## config.mk

```make
export PLATFORM = sky130hd
export DESIGN_NAME = ram_march_bist
export DESIGN_NICKNAME = d
export VERILOG_FILES = /design/src/rtl/ram_march_bist.sv
export SDC_FILE = /design/constraint.sdc
export NUM_CORES = 1
export LEC_CHECK = 0
export CORE_ASPECT_RATIO = 1.1
export CORE_UTILIZATION = 40
export DETAILED_ROUTE_END_ITERATION = 8
export PLACE_DENSITY_LB_ADDON = 0.12
export SYNTH_ARGS = -nofsm -noshare
export SYNTH_HDL_FRONTEND = slang
export SYNTH_SLANG_ARGS = --single-unit
```

## constraint.sdc

```tcl
create_clock -name clk -period 2.48 [get_ports clk]
set_input_delay 0.372 -clock clk [delete_from_list [all_inputs] [get_ports clk]]
set_output_delay 0.372 -clock clk [all_outputs]
set_load 0.05 [all_outputs]
```

## src/rtl/ram_march_bist.sv

```systemverilog
// ram_march_bist: March C- built-in self-test initiator for a single-port RAM.
//
// Drives the RAM write-enable, data-in and address pins from registers and
// checks the RAM read data. It runs M0..M5 of March C-, reports pass/fail
// and captures the address, expected data and read data of the first
// mismatch.
//
// Parameters:
//   AW      RAM address width (depth = 2**AW)
//   DW      RAM data width
//   RD_LAT  RAM read latency in clocks (0 = async read, 1, 2)
//
// Ports:
//   clk, rst        single rising-edge clock, synchronous active-high reset
//   start           one-cycle run request, only honoured while idle
//   busy            high while a test runs
//   done            one-cycle pulse at the end of a test (pass or fail)
//   pass            result, valid from done until the next accepted start
//   fail_addr/exp/got  first-mismatch capture
//   ram_wren/din/addr  registered RAM controls
//   ram_dout        RAM read data
//
// Build option: define RAM_BIST_CHECKER_EN to repeat the whole sequence with a
// 0x55/0xAA checkerboard background after a passing all-zeros/all-ones run.

module ram_march_bist #(
    parameter int unsigned AW     = 6,
    parameter int unsigned DW     = 8,
    parameter int unsigned RD_LAT = 1
) (
    input  logic          clk,
    input  logic          rst,
    input  logic          start,
    output logic          busy,
    output logic          done,
    output logic          pass,
    output logic [AW-1:0] fail_addr,
    output logic [DW-1:0] fail_exp,
    output logic [DW-1:0] fail_got,
    output logic          ram_wren,
    output logic [DW-1:0] ram_din,
    output logic [AW-1:0] ram_addr,
    input  logic [DW-1:0] ram_dout
);

    typedef enum logic [1:0] {StIdle, StRun, StDone} state_e;
    typedef enum logic {PhRead, PhWrite} phase_e;

    localparam logic [1:0]    RdLast  = 2'(RD_LAT);
    localparam logic [AW-1:0] AddrMax = {AW{1'b1}};

`ifdef RAM_BIST_CHECKER_EN
    function automatic logic [DW-1:0] ck_pat();
        logic [DW-1:0] p;
        for (int i = 0; i < int'(DW); i++) begin
            p[i] = (i % 2 == 0);
        end
        return p;
    endfunction

    localparam logic [DW-1:0] CkPat = ck_pat();
`endif

    state_e        state_q, state_d;
    phase_e        phase_q, phase_d;
    logic [2:0]    elem_q, elem_d;
    logic [1:0]    cnt_q, cnt_d;
    logic          busy_q, busy_d;
    logic          done_q, done_d;
    logic          pass_q, pass_d;
    logic [AW-1:0] fail_addr_q, fail_addr_d;
    logic [DW-1:0] fail_exp_q, fail_exp_d;
    logic [DW-1:0] fail_got_q, fail_got_d;
    logic          wren_q, wren_d;
    logic [DW-1:0] din_q, din_d;
    logic [AW-1:0] addr_q, addr_d;
`ifdef RAM_BIST_CHECKER_EN
    logic          run_q, run_d;
`endif

    logic [DW-1:0] bg0, bg1;
    logic [DW-1:0] exp_rd, wr_pat;
    logic          down, last_addr;
    logic          step, fin;

`ifdef RAM_BIST_CHECKER_EN
    assign bg0 = run_q ? CkPat : '0;
`else
    assign bg0 = '0;
`endif
    assign bg1 = ~bg0;

    // Reads in odd elements expect B0, even ones B1; writes are the reverse.
    assign exp_rd = elem_q[0] ? bg0 : bg1;
    assign wr_pat = elem_q[0] ? bg1 : bg0;

    assign down      = (elem_q == 3'd3) || (elem_q == 3'd4);
    assign last_addr = down ? (addr_q == '0) : (addr_q == AddrMax);

    always_comb begin
        state_d     = state_q;
        phase_d     = phase_q;
        elem_d      = elem_q;
        cnt_d       = cnt_q;
        busy_d      = busy_q;
        done_d      = 1'b0;
        pass_d      = pass_q;
        fail_addr_d = fail_addr_q;
        fail_exp_d  = fail_exp_q;
        fail_got_d  = fail_got_q;
        wren_d      = 1'b0;
        din_d       = '0;
        addr_d      = addr_q;
`ifdef RAM_BIST_CHECKER_EN
        run_d       = run_q;
`endif
        step        = 1'b0;
        fin         = 1'b0;

        case (state_q)
            StIdle: begin
                if (start) begin
                    state_d     = StRun;
                    busy_d      = 1'b1;
                    pass_d      = 1'b0;
                    fail_addr_d = '0;
                    fail_exp_d  = '0;
                    fail_got_d  = '0;
                    elem_d      = 3'd0;
                    phase_d     = PhWrite;
                    cnt_d       = 2'd0;
                    addr_d      = '0;
                    wren_d      = 1'b1;
                    din_d       = '0;
`ifdef RAM_BIST_CHECKER_EN
                    run_d       = 1'b0;
`endif
                end
            end

            StRun: begin
                if (phase_q == PhRead) begin
                    if (cnt_q != RdLast) begin
                        cnt_d = cnt_q + 2'd1;
                    end else if (ram_dout != exp_rd) begin
                        fail_addr_d = addr_q;
                        fail_exp_d  = exp_rd;
                        fail_got_d  = ram_dout;
                        state_d     = StDone;
                        busy_d      = 1'b0;
                        done_d      = 1'b1;
                        pass_d      = 1'b0;
                    end else if (elem_q == 3'd5) begin
                        step = 1'b1;
                    end else begin
                        phase_d = PhWrite;
                        wren_d  = 1'b1;
                        din_d   = wr_pat;
                    end
                end else begin
                    step = 1'b1;
                end

                if (step) begin
                    cnt_d = 2'd0;
                    if (!last_addr) begin
                        addr_d = down ? addr_q - AW'(1) : addr_q + AW'(1);
                        if (elem_q == 3'd0) begin
                            phase_d = PhWrite;
                            wren_d  = 1'b1;
                            din_d   = bg0;
                        end else begin
                            phase_d = PhRead;
                        end
                    end else if (elem_q != 3'd5) begin
                        elem_d  = elem_q + 3'd1;
                        phase_d = PhRead;
                        // M3 and M4 walk downwards from the top address.
                        addr_d  = (elem_q == 3'd2 || elem_q == 3'd3) ? AddrMax : '0;
                    end else begin
`ifdef RAM_BIST_CHECKER_EN
                        if (!run_q) begin
                            run_d   = 1'b1;
                            elem_d  = 3'd0;
                            addr_d  = '0;
                            phase_d = PhWrite;
                            wren_d  = 1'b1;
                            din_d   = CkPat;
                        end else begin
                            fin = 1'b1;
                        end
`else
                        fin = 1'b1;
`endif
                    end
                end

                if (fin) begin
                    state_d = StDone;
                    busy_d  = 1'b0;
                    done_d  = 1'b1;
                    pass_d  = 1'b1;
                end
            end

            StDone: begin
                state_d = StIdle;
            end

            default: begin
                state_d = StIdle;
            end
        endcase
    end

    always_ff @(posedge clk) begin
        if (rst) begin
            state_q     <= StIdle;
            phase_q     <= PhRead;
            elem_q      <= 3'd0;
            cnt_q       <= 2'd0;
            busy_q      <= 1'b0;
            done_q      <= 1'b0;
            pass_q      <= 1'b0;
            fail_addr_q <= '0;
            fail_exp_q  <= '0;
            fail_got_q  <= '0;
            wren_q      <= 1'b0;
            din_q       <= '0;
            addr_q      <= '0;
`ifdef RAM_BIST_CHECKER_EN
            run_q       <= 1'b0;
`endif
        end else begin
            state_q     <= state_d;
            phase_q     <= phase_d;
            elem_q      <= elem_d;
            cnt_q       <= cnt_d;
            busy_q      <= busy_d;
            done_q      <= done_d;
            pass_q      <= pass_d;
            fail_addr_q <= fail_addr_d;
            fail_exp_q  <= fail_exp_d;
            fail_got_q  <= fail_got_d;
            wren_q      <= wren_d;
            din_q       <= din_d;
            addr_q      <= addr_d;
`ifdef RAM_BIST_CHECKER_EN
            run_q       <= run_d;
`endif
        end
    end

    assign busy      = busy_q;
    assign done      = done_q;
    assign pass      = pass_q;
    assign fail_addr = fail_addr_q;
    assign fail_exp  = fail_exp_q;
    assign fail_got  = fail_got_q;
    assign ram_wren  = wren_q;
    assign ram_din   = din_q;
    assign ram_addr  = addr_q;

endmodule

```

* Yosys cells after proc, flatten, opt, wreduce, memory -nomap -nowiden
Cells that the tools add are included.
** Operators by class
- Add/sub/neg operators :: 4
- Eq/ne operators :: 22
- Multiplexer cells :: 83
- Bitwise operators :: 1
- Reductions and logical operators :: 14
** Operators with widths (count)
- two-way mux 8 bit :: 16
- two-way mux 6 bit :: 9
- two-way mux 1 bit :: 34
- case mux 8 bit (2 select lines) :: 2
- case mux 6 bit (2 select lines) :: 2
- two-way mux 2 bit :: 9
- inequality test 3 bit (second input constant) :: 5
- AND reduction 5 bit :: 3
- two-way mux 3 bit :: 4
- inequality test 2 bit (second input constant) :: 6
- AND reduction 4 bit :: 3
- inequality test 8 bit :: 1
- case mux 1 bit (2 select lines) :: 4
- case mux 2 bit (2 select lines) :: 2
- adder 6 x 1 -> 6 bit (second input constant) :: 1
- equality test 3 x 2 -> 1 bit (second input constant) :: 2
- equality test 3 bit (second input constant) :: 2
- equality test 6 bit (second input constant) :: 1
- zero test 6 bit :: 1
- inequality test 3 x 2 -> 1 bit (second input constant) :: 2
- case mux 3 bit (2 select lines) :: 1
- subtractor 6 x 1 -> 6 bit (second input constant) :: 1
- inequality test 2 x 1 -> 1 bit (second input constant) :: 2
- adder 3 x 1 -> 3 bit (second input constant) :: 1
- 9 further kinds :: 10
** Storage, ports and cells
- Bits in registers :: 48
- Output and inout port bits :: 40
- Word-level logic and storage cells :: 137

* Longest topological paths before layout
Gate-level depths: netlist (run 1).
- Depth in word-level cells :: 10
- Depth in mapped cells :: 12

* Worst setup path before layout (run 1)
OpenSTA, ideal clock, no wires.
- Path type :: flip-flop to flip-flop
- Start point :: reg elem_q[0]
- End point :: reg addr_q[5], in the netlist ram_addr[5]
- Library setup time :: 117 ps
- Arrival :: 2552 ps
- Data required time :: 2363 ps
- Path slack :: -189 ps
- Stages on the path, launching flop included :: 12
- Clock period less this slack :: 2669 ps
- Path through :: dfxtp_1 > clkbuf_1 > inv_1 > ha_1 > mux2_2 > ha_1 > a211oi_1 > o21bai_1 > a21oi_1 > xnor2_1 > o21ai_0 > a22o_1
** On the way
- Cells in the longest elaborated chain, start to end :: 8
- Elaborated cells on any way between the ends :: 24
- Those cells by class :: 8 x eq/ne; 13 x mux; 3 x reduce/logical
** RTL lines
- start, declared :: RTL line 66 : logic [2:0] elem_q, elem_d;
- start signal, assigned :: RTL line 237 : elem_q <= elem_d;
- two-way mux 8 bit or equality test 3 bit (tied branches) :: RTL line 94, 153
- inequality test 8 bit or two-way mux 1 bit (tied branches) :: RTL line 145, 153
- two-way mux 1 bit :: RTL line 145 : end else if (ram_dout != exp_rd) begin
- two-way mux 1 bit :: RTL line 143 : if (cnt_q != RdLast) begin
- two-way mux 1 bit :: RTL line 142 : if (phase_q == PhRead) begin
- two-way mux 1 bit :: RTL line 120 : case (state_q)
- inequality test 2 x 1 -> 1 bit (no source line)
- AND reduction 4 bit (no source line)
- end signal, assigned :: RTL line 247 : addr_q <= addr_d;
- end, declared :: RTL line 76 : logic [AW-1:0] addr_q, addr_d;
Several ways; a longest one is shown, not always the timed one. The select of a mux whose other input is x is not followed.
A chain may end at the register's enable or synchronous reset.

* Worst setup path in the final report (run 1)
Ends and elaborated chain as after synthesis.

==> results by stage, run 1 <==
STA:
- The final worst setup slack is 0.0647 ns.
- The final sum of negative setup slack is 0 ns.
- The relative slew slack is 58.3%.
- The count of final hold-check violations is 0.
- The worst hold slack is 0.466 ns.
- The count of pins over their slew limit was 0.
- Timing would allow up to 414 MHz.
- The clock period could shrink to 2.42 ns.
- Setup violations remaining at the end of the flow were counted as 0.
- Clock skew on the completed layout was measured at 0.00697 ns.
- At the pin with the least slew margin, the transition time is 0.626 ns.
- The period utilization is 97.4%.

Critical path:
- The worst setup path is launched from a register.
- The required time of the critical path is 2.66 ns.
- The most critical setup path has its startpoint at elem_q[0].
- The worst register-to-register path begins at elem_q[0].
- The maximum net fanout on the critical path is 5.
- STA classifies the critical path endpoint as a register.
- STA puts the critical path data arrival time at 2.60 ns.
- The category of the most critical setup path is register to register.

Global routing:
- The via count of the first global-routing pass came to 1,661.
- The first global-routing pass estimated 7580 um of wire.
- The maximum number of pins on one net before global-route repair is 18.
- The overall overflow remaining after global route is 0.
- For this run, the total global-route usage over all layers was measured as 20.0%.
- The initial antenna violation count is 0.

Synthesis:
- The area share of the largest cell type after synthesis is 35.6%.
- The synthesized design contains 0 enable-type register cells.
- The synthesis warning total is 0.
- The synthesized netlist net count is 257.
- The number of unique standard cell types used by synthesis is 41.
- The area of the mapped netlist is 1910 um^2.
- The synthesized area per cell is 8.15 um^2.
- The cell taking the most area after synthesis is sky130_fd_sc_hd__dfxtp_1.
- The most used flip-flop cell after synthesis is sky130_fd_sc_hd__dfxtp_1.
- After synthesis, the share of flip-flops with an asynchronous set or reset is 0%.
- The count of state elements after synthesis is 34.
- The sequential area share after synthesis is 35.6%.
- Ranked by total cell area, the synthesized netlist is headed by sky130_fd_sc_hd__dfxtp_1 36%, sky130_fd_sc_hd__ha_1 6.5%, sky130_fd_sc_hd__a21oi_1 6.0%, sky130_fd_sc_hd__nand2_1 5.7%, sky130_fd_sc_hd__buf_4 5.5%.
- In the synthesized netlist, the number of instances is 235.

Floorplan:
- The full die area is 5070 um^2.
- The die is 74.6 um tall.
- The die extent in x is 68.0 um.
- Once the floorplan was initialized, standard cells occupied 41.4% of the core.
- The core area is 4620 um^2.
- 51 I/O pins were placed.
- The number of core rows is 26.

Final layout:
- The proportion of layout cells with a drive suffix above 1 is 14.6%.
- At the end of the flow, the number of nets in the layout was 309.
- The fraction of the core area covered by cells at the end of the flow is 57.7%.
- The cell area after layout is 2670 um^2.
- Relative to the synthesized area, the layout overhead comes to 39.3%.
- The repair_antennas step left the layout with diodes totalling 0.

Routing:
- In the routed design, unresolved DRC markers number 0.
- The average wire per cell in the routed design is 13.8 um.
- For this block, the routed nets add up to 4760 um of wire.
- The number of DRC violations after detailed-routing iteration 0 is 84.
- The routed via count divided by cell count is 5.28.
- Summing over every cut layer, the via total after detailed routing is 1,818.
- Once detail routing completed, the nets flagged for antenna violations numbered 0.
- The first detailed-routing pass ran for 4 iterations.

Clock tree:
- Clock latency on the worst-skew pair, taken at its later pin, is 0.29 ns.
- The clock tree root driver cell is sky130_fd_sc_hd__clkbuf_8.
- The deepest clock path buffer count is 2.
- The H-tree was split into 2 levels.
- The CTS tree is done.
- The clock net in this run drives a total of 34 sinks.
- The clock-pin transition on the worst setup and hold timing paths is 0.07 ns.
- Hold repair after CTS inserted 0 buffers.
- Counting the buffers created by CTS gives 5.

Status:
- The run finished with clean final reports.

Placed design:
- The quantity of I/O buffers inserted on ports is 50.
- The routability-driven placement congestion ratio is 0.843.
- The HPWL after detailed placement is 3520 um.
- The setup slack at placement is -0.0280 ns.
- In this run the cell area measured after placement is 2490 um^2.

Min path:
- The worst min-delay path class is register to register.
- The startpoint of the most critical hold path is fail_got[1].

Job:
- The max-cap violation count is 0.

Pwr:
- The analysis attributes to cell leakage a power of 1.06 nW.
- The worst-case IR drop observed on VDD is 0.298 mV.
- Power spread over the standard cell area amounts to 563 nW/um^2.
==> sequential cells by signal, summed over array words and instances (netlist names) <==
register,cells
fail_exp,1
busy,1
done,1
ram_din,1
fail_addr,6
ram_addr,6
elem_q,3
ram_wren,1
pass,1
state_q,2
fail_got,8
cnt_q,2
phase_q,1
==> per-layer routing <==
layer | up-vias | GRT usage, % | share of wire, %
met5 | - | 0 | 0
met4 | 0 | 7.41 | 1.5
met3 | 6 | 4.29 | 4.1
met2 | 40 | 33.1 | 48
met1 | 854 | 25.1 | 46
li1 | 918 | - | -
==> path summary, 6_finish.rpt <==
kind | end | slack [ns] | cells past startpoint
max | ram_addr[5] | 0.06 | 11
min reg2reg | fail_got[1] | 0.47 | 2
min | fail_got[1] | 0.47 | 2
max reg2reg | ram_addr[5] | 0.06 | 11
==> what timing repair did <==
item	CTS	global route
resized for setup	0	8
buffers inserted	0	0
endpoints found under the setup margin	0	2
==> area by class of cell <==
cell class / instances / area, um^2
Clock buffer: 6 / 82.6
Clock inverter: 2 / 60.1
Fill cell: 452 / 1950
Inverter: 10 / 37.5
Multi-Input combinational cell: 167 / 1090
Sequential cell: 34 / 683
Tap cell: 56 / 70.1
Timing Repair Buffer: 69 / 643
==> stage by stage <==
stage	cells	total power [W]
2_1_floorplan	235	0.000784
3_3_place_gp	336	0.000876
3_5_place_dp	336	0.000878
4_1_cts	344	0.00151
5_1_grt	344	0.00156
6_report	344	0.00150
==> where the power goes <==
part	switching, W	internal [W]
Combinational	0.000171	0.000110
Sequential	0.0000189	0.000567
Clock	0.000205	0.000429
Total	0.000395	0.00111
==> critical path, stage by stage, from the launching register on <==
cell                       delay (ns)
sky130_fd_sc_hd__dfxtp_2         0.36
sky130_fd_sc_hd__inv_1           0.09
sky130_fd_sc_hd__ha_1            0.22
sky130_fd_sc_hd__mux2_4          0.30
sky130_fd_sc_hd__buf_4           0.16
sky130_fd_sc_hd__ha_1            0.31
sky130_fd_sc_hd__o21ai_2         0.08
sky130_fd_sc_hd__o21bai_1        0.20
sky130_fd_sc_hd__a21oi_2         0.10
sky130_fd_sc_hd__xnor2_2         0.14
sky130_fd_sc_hd__a21o_1          0.19
sky130_fd_sc_hd__a22o_1          0.18
==> cell usage in the layout, fill, tap and decap left out, drive strengths merged, types with 3 or more instances in the layout <==
cell type,instances
clkdlybuf4s50,50
dfxtp,34
nand2,29
a21oi,23
nor2,19
buf,19
nand3,18
inv,10
ha,10
clkbuf,6
o21ai,6
nand4,5
nor3,5
and2,5
a22o,5
or3,3
nor4,3
nand2b,3
a21o,3
==> synth_stat cells, types with 2 or more instances <==
| master | n |
|---|---|
| sky130_fd_sc_hd__dfxtp_1 | 34 |
| sky130_fd_sc_hd__nand2_1 | 29 |
| sky130_fd_sc_hd__a21oi_1 | 23 |
| sky130_fd_sc_hd__nor2_1 | 19 |
| sky130_fd_sc_hd__nand3_1 | 18 |
| sky130_fd_sc_hd__buf_4 | 14 |
| sky130_fd_sc_hd__clkbuf_1 | 10 |
| sky130_fd_sc_hd__ha_1 | 10 |
| sky130_fd_sc_hd__inv_1 | 10 |
| sky130_fd_sc_hd__o21ai_0 | 6 |
| sky130_fd_sc_hd__a22o_1 | 5 |
| sky130_fd_sc_hd__and2_1 | 5 |
| sky130_fd_sc_hd__nand4_1 | 5 |
| sky130_fd_sc_hd__nor3_1 | 5 |
| sky130_fd_sc_hd__a21o_1 | 3 |
| sky130_fd_sc_hd__nand2b_1 | 3 |
| sky130_fd_sc_hd__nor4_1 | 3 |
| sky130_fd_sc_hd__or3_1 | 3 |
| sky130_fd_sc_hd__a211oi_1 | 2 |
| sky130_fd_sc_hd__a31oi_1 | 2 |
| sky130_fd_sc_hd__and3_1 | 2 |
| sky130_fd_sc_hd__mux2i_1 | 2 |
| sky130_fd_sc_hd__o21bai_1 | 2 |
| sky130_fd_sc_hd__o22ai_1 | 2 |
| sky130_fd_sc_hd__xnor2_1 | 2 |
==> cells by family (layout without fill, tap and decap cells) <==
logic type	after synthesis	after routing	synth area share, %
compound gates	53	53	19.2
fa+ha+maj	11	11	7.58
simple gates	97	97	25.2
mux	3	3	1.63
flops	34	34	35.6
buf+inv	34	87	9.41
xor+xnor	3	3	1.37
No activity file was read; power rests on OpenSTA's default activity.
==> inputs of run 2 (changes only) <==
clock period = 2.6 ns   (was 2.48 ns; I/O delays follow)
==> run 2 against run 1 <==
- clock skew down 0.0056 ns
- first-iteration DRC count shrank 46%
- final area fell by 5.7%
- critical path depth is 1 lower
- clock power down 43%
- non-clock buffer count is 7 lower
- combinational power down 8.5%
- wire length down 5.4%
- total power down 22%
- utilization decreased by 3.3 points
- sequential share of layout area up 1.5 points
- critical path type unchanged
- critical endpoint unchanged
==> results by stage, run 2 (synthesized netlist as in run 1, its figures left out) <==
Placed design:
- The HPWL after detailed placement was 3390 um (was 3520 um).
- The setup slack at placement is 0.00976 ns (was -0.0280 ns).
- The placed instance count is 329 (was 336).
- The routability-driven placement congestion ratio is 0.829 (was 0.843).
- The area of placed instances is 2430 um^2 (was 2490 um^2).
- The quantity of I/O buffers inserted on ports is 50 (unchanged).

Routing:
- The number of DRC violations after detailed-routing iteration 0 was 45 (was 84).
- The number of iterations in the first detailed-routing pass is 4 (unchanged).
- The routed via count divided by cell count is 5.27 (was 5.28).
- The detailed-route via count was 1,772 (was 1,818).
- The routed wire length is 4510 um (was 4760 um).
- The remaining number of nets flagged by the antenna check after routing came to 0 (unchanged).
- The average wire per cell in the routed design is 13.4 um (was 13.8 um).
- The count of unresolved DRC violations after routing came to 0 (unchanged).

STA:
- The period utilization was 92.3% (was 97.4%).
- The measured slew at the worst slew-check pin came to 0.557 ns (was 0.626 ns).
- The final sum of negative setup slack came to 0 ns (unchanged).
- The final worst setup slack is 0.199 ns (was 0.0647 ns).
- The final number of setup-violating endpoints is 0 (unchanged).
- The minimum clock period is 2.40 ns (was 2.42 ns).
- The relative slew slack is 62.5% (was 58.3%).
- Setup repair after global routing left no endpoint under its margin.
- The count of final hold-check violations came to 0 (unchanged).
- The final clock skew is 0.00134 ns (was 0.00697 ns).
- The count of pins over their slew limit is 0 (unchanged).
- The maximum achievable frequency was 416 MHz (was 414 MHz).

Global routing:
- The overall track demand over capacity in global routing is 18.7% (was 20.0%).
- The via count of the first global-routing pass is 1,588 (was 1,661).
- The fraction of met2 tracks used by global routing is 31.0% (was 33.1%).
- The overall overflow remaining after global route was 0 (unchanged).
- The wire length of the first global-routing pass came to 7040 um (was 7580 um).
- The met1 global-route usage is 22.7% (was 25.1%).
- The most heavily used metal layer in global routing is met2 (unchanged).
- The maximum number of pins on one net before global-route repair is 19 (was 18).
- The met3 demand-to-capacity share in global routing is 4.14% (was 4.29%).
- The initial antenna violation count is 0 (unchanged).

Clock tree:
- The setup fix buffers added after clock tree synthesis was 0 (unchanged).
- The deepest clock path buffer count is 2 (unchanged).
- The clock latency at the later pin of the worst-skew pair is 0.28 ns (was 0.29 ns).
- The clock-pin transition on the worst setup and hold timing paths is 0.06 ns (was 0.07 ns).
- The number of buffers created by CTS came to 5 (unchanged).
- The clock tree root driver cell is sky130_fd_sc_hd__clkbuf_8 (unchanged).
- The number of buffers inserted for hold repair after clock tree synthesis is 0 (unchanged).
- The CTS sink count is 34 (unchanged).
- The CTS tree is done (unchanged).
- The depth of the CTS H-tree is 2 (unchanged).
- The number of resized instances in the post-cts repair step was 0 (unchanged).

Job:
- The max-cap violation count is 0 (unchanged).

Pwr:
- The power after layout is 0.00117 W (was 0.00150 W).
- The worst voltage drop across the vdd grid is 0.200 mV (was 0.298 mV).
- The power density of the placed cells is 467 nW/um^2 (was 563 nW/um^2).
- The leakage power is 0.983 nW (was 1.06 nW).

Critical path:
- The maximum net fanout on the critical path was 4 (was 5).
- The required time of the critical path is 2.78 ns (was 2.66 ns).
- The category of the most critical setup path is register to register (unchanged).
- The reg-to-reg startpoint is elem_q[1] (was elem_q[0]).
- The number of cells traversed by the worst register-to-register path is 10 (was 11).
- The endpoint of the most critical register-to-register path is ram_addr[5] (unchanged).
- The flop-to-flop setup slack is 0.20 ns (was 0.06 ns).
- The endpoint of the most critical setup path is ram_addr[5] (unchanged).
- The critical path endpoint category was a register (unchanged).
- The critical path arrival came to 2.58 ns (was 2.60 ns).
- The startpoint kind of the worst setup timing path is a register (unchanged).
- The worst setup path startpoint is elem_q[1] (was elem_q[0]).

Floorplan:
- The die extent in x came to 68.0 um (unchanged).
- The initial core utilization is 41.4% (unchanged).
- The number of placed I/O pins is 51 (unchanged).
- The number of core rows is 26 (unchanged).
- The full die area was 5070 um^2 (unchanged).
- The die height is 74.6 um (unchanged).
- The core area is 4620 um^2 (unchanged).

Final layout:
- The number of flip-flops in the largest register is 8 (unchanged).
- The diode insertion count for antenna repair is 0 (unchanged).
- The area of the multi-input gates was 1060 um^2 (was 1090 um^2).
- The non-filler instance count after layout came to 336 (was 344).
- The number of nets in the finished design is 302 (was 309).
- The area occupied by registers is 682 um^2 (was 683 um^2).
- The most common cell after layout, fill and taps aside was sky130_fd_sc_hd__clkdlybuf4s50_1 (unchanged).
- The relative area change from synthesis to final layout is 31.4% (was 39.3%).
- The total of fill cells in the finished design came to 452 (unchanged).
- The proportion of layout cells with a drive suffix above 1 is 9.64% (was 14.6%).
- The cell area after layout is 2510 um^2 (was 2670 um^2).
- Leading cell types in the layout, fill and taps excluded: 50 x sky130_fd_sc_hd__clkdlybuf4s50_1, 33 x sky130_fd_sc_hd__dfxtp_1, 29 x sky130_fd_sc_hd__nand2_1 (was 50 x sky130_fd_sc_hd__clkdlybuf4s50_1, 32 x sky130_fd_sc_hd__dfxtp_1, 29 x sky130_fd_sc_hd__nand2_1).

Status:
- Run status: complete, no violations (unchanged).

Min path:
- The number of cells on the worst hold path was 2 (unchanged).
- The worst min-delay path class is register to register (unchanged).
[run 2: cell types whose count changed in the layout (fill, tap and decap cells not counted), sizes merged]
cell,before,now
clkbuf,6,7
bufinv,2,0
buf,19,12
[run 2: worst min-delay path by stage]
stage	from	endpoint	slack, ns
2_1_floorplan	cnt_q[1]	cnt_q[1]	0.46
3_3_place_gp	fail_got[3]	fail_got[3]	0.45
3_5_place_dp	fail_got[0]	fail_got[0]	0.46
4_1_cts	fail_got[0]	fail_got[0]	0.47
5_1_grt	fail_got[3]	fail_got[3]	0.49
6_report	fail_got[5]	fail_got[5]	0.47
[run 2: stage by stage]
step / hold WS [ns] / util, %
after global routing: 0.491 / 54.4
after floorplan: 0.464 / -
after global placement: 0.454 / 52.7
final: 0.467 / 54.4
after detailed placement: 0.461 / 52.7
after CTS: 0.470 / 54.3
[run 2: cell type report]
type | count | share of cell area, %
flip-flops and latches | 34 | 27.1
clock buffers | 7 | 3.03
repair buffers | 62 | 23.5
well taps | 56 | 2.79
inverters | 10 | 1.49
multi-input cells | 167 | 42.1
[run 2: per-layer routing]
metal / routed length, um / up-vias
met5: 0 / -
met4: 65 / 0
met3: 187 / 5
met2: 2160 / 45
met1: 2090 / 819
li1: - / 903
[run 2: critical path: stages, from the launching register on]
cell and delay (ns):
sky130_fd_sc_hd__dfxtp_1 0.39, sky130_fd_sc_hd__inv_1 0.09, sky130_fd_sc_hd__ha_1 0.20, sky130_fd_sc_hd__mux2_2 0.32, sky130_fd_sc_hd__ha_1 0.31, sky130_fd_sc_hd__a211oi_2 0.25, sky130_fd_sc_hd__o21bai_1 0.11, sky130_fd_sc_hd__a21oi_1 0.17
sky130_fd_sc_hd__xnor2_1 0.15, sky130_fd_sc_hd__o21ai_0 0.09, sky130_fd_sc_hd__a22o_1 0.23
[run 2: power breakdown]
part | leakage [nW] | internal (W) | switching (W) | total (W)
sequential | 0.276 | 0.000541 | 0.0000182 | 0.000560
clock | 0.0383 | 0.000184 | 0.000174 | 0.000358
combinational | 0.669 | 0.0000968 | 0.000160 | 0.000257
==> inputs of run 3 (changes only) <==
CAP_MARGIN = 0   (was default)
PLACE_DENSITY = 0.68   (was default)
PLACE_DENSITY_LB_ADDON = default   (was 0.12)
==> run 3 against run 2 <==
- clock power is 38% higher
- global-route usage rose by 0.90 points
- sequential power is essentially flat
- die area stayed put
- sequential share of layout area shrank 0.63 points
- cell count rose by 0.60%
- utilization up 1.3 points
- final area increased by 2.4%
- critical path depth decreased by 1
- worst setup slack got worse by 0.058 ns
- largest cell class unchanged
==> results by stage, run 3 (synthesized netlist as in run 1, its figures left out) <==
STA:
- The final sum of negative setup slack is 0 ns (unchanged).
- The count of pins over their slew limit is 0 (unchanged).
- Setup repair after global routing missed its margin: no (unchanged).
- The count of final hold-check violations is 0 (unchanged).
- The worst hold slack is 0.465 ns (was 0.467 ns).
- The relative slew slack was 65.7% (was 62.5%).
- The period utilization is 94.6% (was 92.3%).
- The final clock skew is 0.00921 ns (was 0.00134 ns).
- The maximum achievable frequency is 407 MHz (was 416 MHz).
- The minimum clock period came to 2.46 ns (was 2.40 ns).
- The final number of setup-violating endpoints is 0 (unchanged).
- The measured slew at the worst slew-check pin was 0.513 ns (was 0.557 ns).

Global routing:
- The overall overflow remaining after global route is 0 (unchanged).
- The maximum number of pins on one net before global-route repair is 19 (unchanged).
- The overall track demand over capacity in global routing is 19.6% (was 18.7%).
- The initial antenna violation count was 0 (unchanged).
- The via count of the first global-routing pass came to 1,601 (was 1,588).
- The wire length of the first global-routing pass is 7380 um (was 7040 um).

Final layout:
- The diode insertion count for antenna repair is 0 (unchanged).
- The most common cell after layout, fill and taps aside was sky130_fd_sc_hd__clkdlybuf4s50_1 (unchanged).
- The non-filler instance count after layout is 338 (was 336).
- The number of nets in the finished design is 303 (was 302).
- The total of fill cells in the finished design is 446 (was 452).
- The number of flip-flops in the largest register is 8 (unchanged).
- The relative area change from synthesis to final layout is 34.5% (was 31.4%).
- The fraction of the core area covered by cells at the end of the flow was 55.7% (was 54.4%).
- The proportion of layout cells with a drive suffix above 1 came to 11.3% (was 9.64%).
- Leading cell types in the layout, fill and taps excluded: 50 x sky130_fd_sc_hd__clkdlybuf4s50_1, 33 x sky130_fd_sc_hd__dfxtp_1, 29 x sky130_fd_sc_hd__nand2_1 (unchanged).

Min path:
- The worst min-delay path class is register to register (unchanged).
- The number of cells on the worst hold path was 2 (unchanged).
- The startpoint of the most critical hold path is fail_got[2] (was fail_got[5]).
- The end point of the most critical hold path is fail_got[2] (was fail_got[5]).

Critical path:
- The reg-to-reg startpoint is elem_q[0] (was elem_q[1]).
- The flop-to-flop setup slack is 0.14 ns (was 0.20 ns).
- The cell family with the largest share of critical-path delay is compound AO/OA/AOI/OAI gates (unchanged).
- Cell chain of the critical path: inv_1, ha_1, mux2_2, buf_4, nor3_1, nor2_1, o211a_1, a21o_1, a22o_1 (was inv_1, ha_1, mux2_2, ha_1, a211oi_2, o21bai_1, a21oi_1, xnor2_1, o21ai_0, a22o_1).
- The cell at the slowest stage of the critical path is sky130_fd_sc_hd__dfxtp_1 (unchanged).
- The highest cell delay on the worst timing path was 0.38 ns (was 0.39 ns).
- The count of buffering cells on the critical path with inverters included is 2 (was 1).
- The maximum net fanout on the critical path came to 7 (was 4).
- The count of cell instances traversed by the critical path is 9 (was 10).
- The critical path endpoint category was a register (unchanged).
- The required time of the critical path is 2.79 ns (was 2.78 ns).
- The endpoint of the most critical register-to-register path is ram_addr[5] (unchanged).
- The category of the most critical setup path was register to register (unchanged).
- The number of cells traversed by the worst register-to-register path is 9 (was 10).
- The critical path arrival is 2.65 ns (was 2.58 ns).
- The worst setup path startpoint is elem_q[0] (was elem_q[1]).
- The startpoint kind of the worst setup timing path is a register (unchanged).

Clock tree:
- The number of buffers created by CTS is 5 (unchanged).
- The number of buffers inserted for hold repair after clock tree synthesis is 0 (unchanged).
- The deepest clock path buffer count is 2 (unchanged).
- The CTS tree is done (unchanged).
- The CTS sink count was 34 (unchanged).
- The clock latency at the later pin of the worst-skew pair came to 0.29 ns (was 0.28 ns).
- The depth of the CTS H-tree is 2 (unchanged).
- The clock-pin transition on the worst setup and hold timing paths is 0.08 ns (was 0.06 ns).
- The clock tree root driver cell is sky130_fd_sc_hd__clkbuf_8 (unchanged).

Floorplan:
- The full die area is 5070 um^2 (unchanged).
- The core area was 4620 um^2 (unchanged).
- The number of placed I/O pins is 51 (unchanged).
- The die height is 74.6 um (unchanged).
- The die extent in x came to 68.0 um (unchanged).
- The initial core utilization was 41.4% (unchanged).
- The number of core rows is 26 (unchanged).

Routing:
- The routed wire length is 4640 um (was 4510 um).
- The count of unresolved DRC violations after routing is 0 (unchanged).
- The number of DRC violations after detailed-routing iteration 0 came to 75 (was 45).
- The remaining number of nets flagged by the antenna check after routing is 0 (unchanged).
- The routed via count divided by cell count was 5.36 (was 5.27).
- The number of iterations in the first detailed-routing pass is 4 (unchanged).
- The detailed-route via count came to 1,811 (was 1,772).
- The average wire per cell in the routed design is 13.7 um (was 13.4 um).

Job:
- The max-cap violation count is 0 (unchanged).

Pwr:
- The leakage power is 1.00 nW (was 0.983 nW).
- The power density of the placed cells was 511 nW/um^2 (was 467 nW/um^2).
- The worst voltage drop across the vdd grid was 0.199 mV (was 0.200 mV).

Status:
- Run status: complete, no violations (unchanged).

Placed design:
- The quantity of I/O buffers inserted on ports was 50 (unchanged).
- The placed instance count is 330 (was 329).
- The HPWL after detailed placement is 3450 um (was 3390 um).
- The routability-driven placement congestion ratio is 0.890 (was 0.829).
run 3: power by group:
part | internal, W | switching [W] | total, W
Clock | 0.000285 | 0.000208 | 0.000493
Sequential | 0.000541 | 0.0000183 | 0.000559
Combinational | 0.0000996 | 0.000163 | 0.000263
run 3: layout make-up:
type                    instances  area, um^2  area share (%)
flip-flops and latches         34         682            26.5
clock buffers                   5        68.8            2.67
multi-input cells             167        1070            41.7
repair buffers                 63         598            23.2
well taps                      56        70.1            2.72
clock inverters                 3        45.0            1.75
inverters                      10        37.5            1.46
run 3: worst max-delay path by stage:
stage	endpoint	slack (ns)
CTS	ram_addr[5]	0.10
floorplan	ram_addr[5]	0.04
finish	ram_addr[5]	0.14
global route	ram_addr[5]	0.03
global placement	elem_q[0]	0.1
detailed placement	elem_q[0]	0.09
run 3: timing repair:
item,in CTS,in global routing
endpoints found under the setup margin,0,1
buffers inserted,0,0
gates resized for setup,0,5
run 3: per-layer routing:
metal  share of wire (%)  GRT usage (%)
met1                  45           23.2
met2                  49           33.3
met3                 4.3           4.45
met4                 1.8           8.56
met5                   0              0
run 3: through the flow:
stage,total power (W),setup slack (ns),cell area (um^2)
finish,0.00132,0.141,2570
global route,0.00137,0.0269,2570
CTS,0.00132,0.104,2550
detailed placement,0.000828,0.0879,2440
global placement,0.000827,0.0974,2440
floorplan,0.000746,0.0400,1920
run 3: worst min-delay path: cells and delay by family, from the launching register on:
kind / cells / cell delay [ns]
flops: 1 / 0.31
compound gates: 1 / 0.06
simple gates: 1 / 0.06
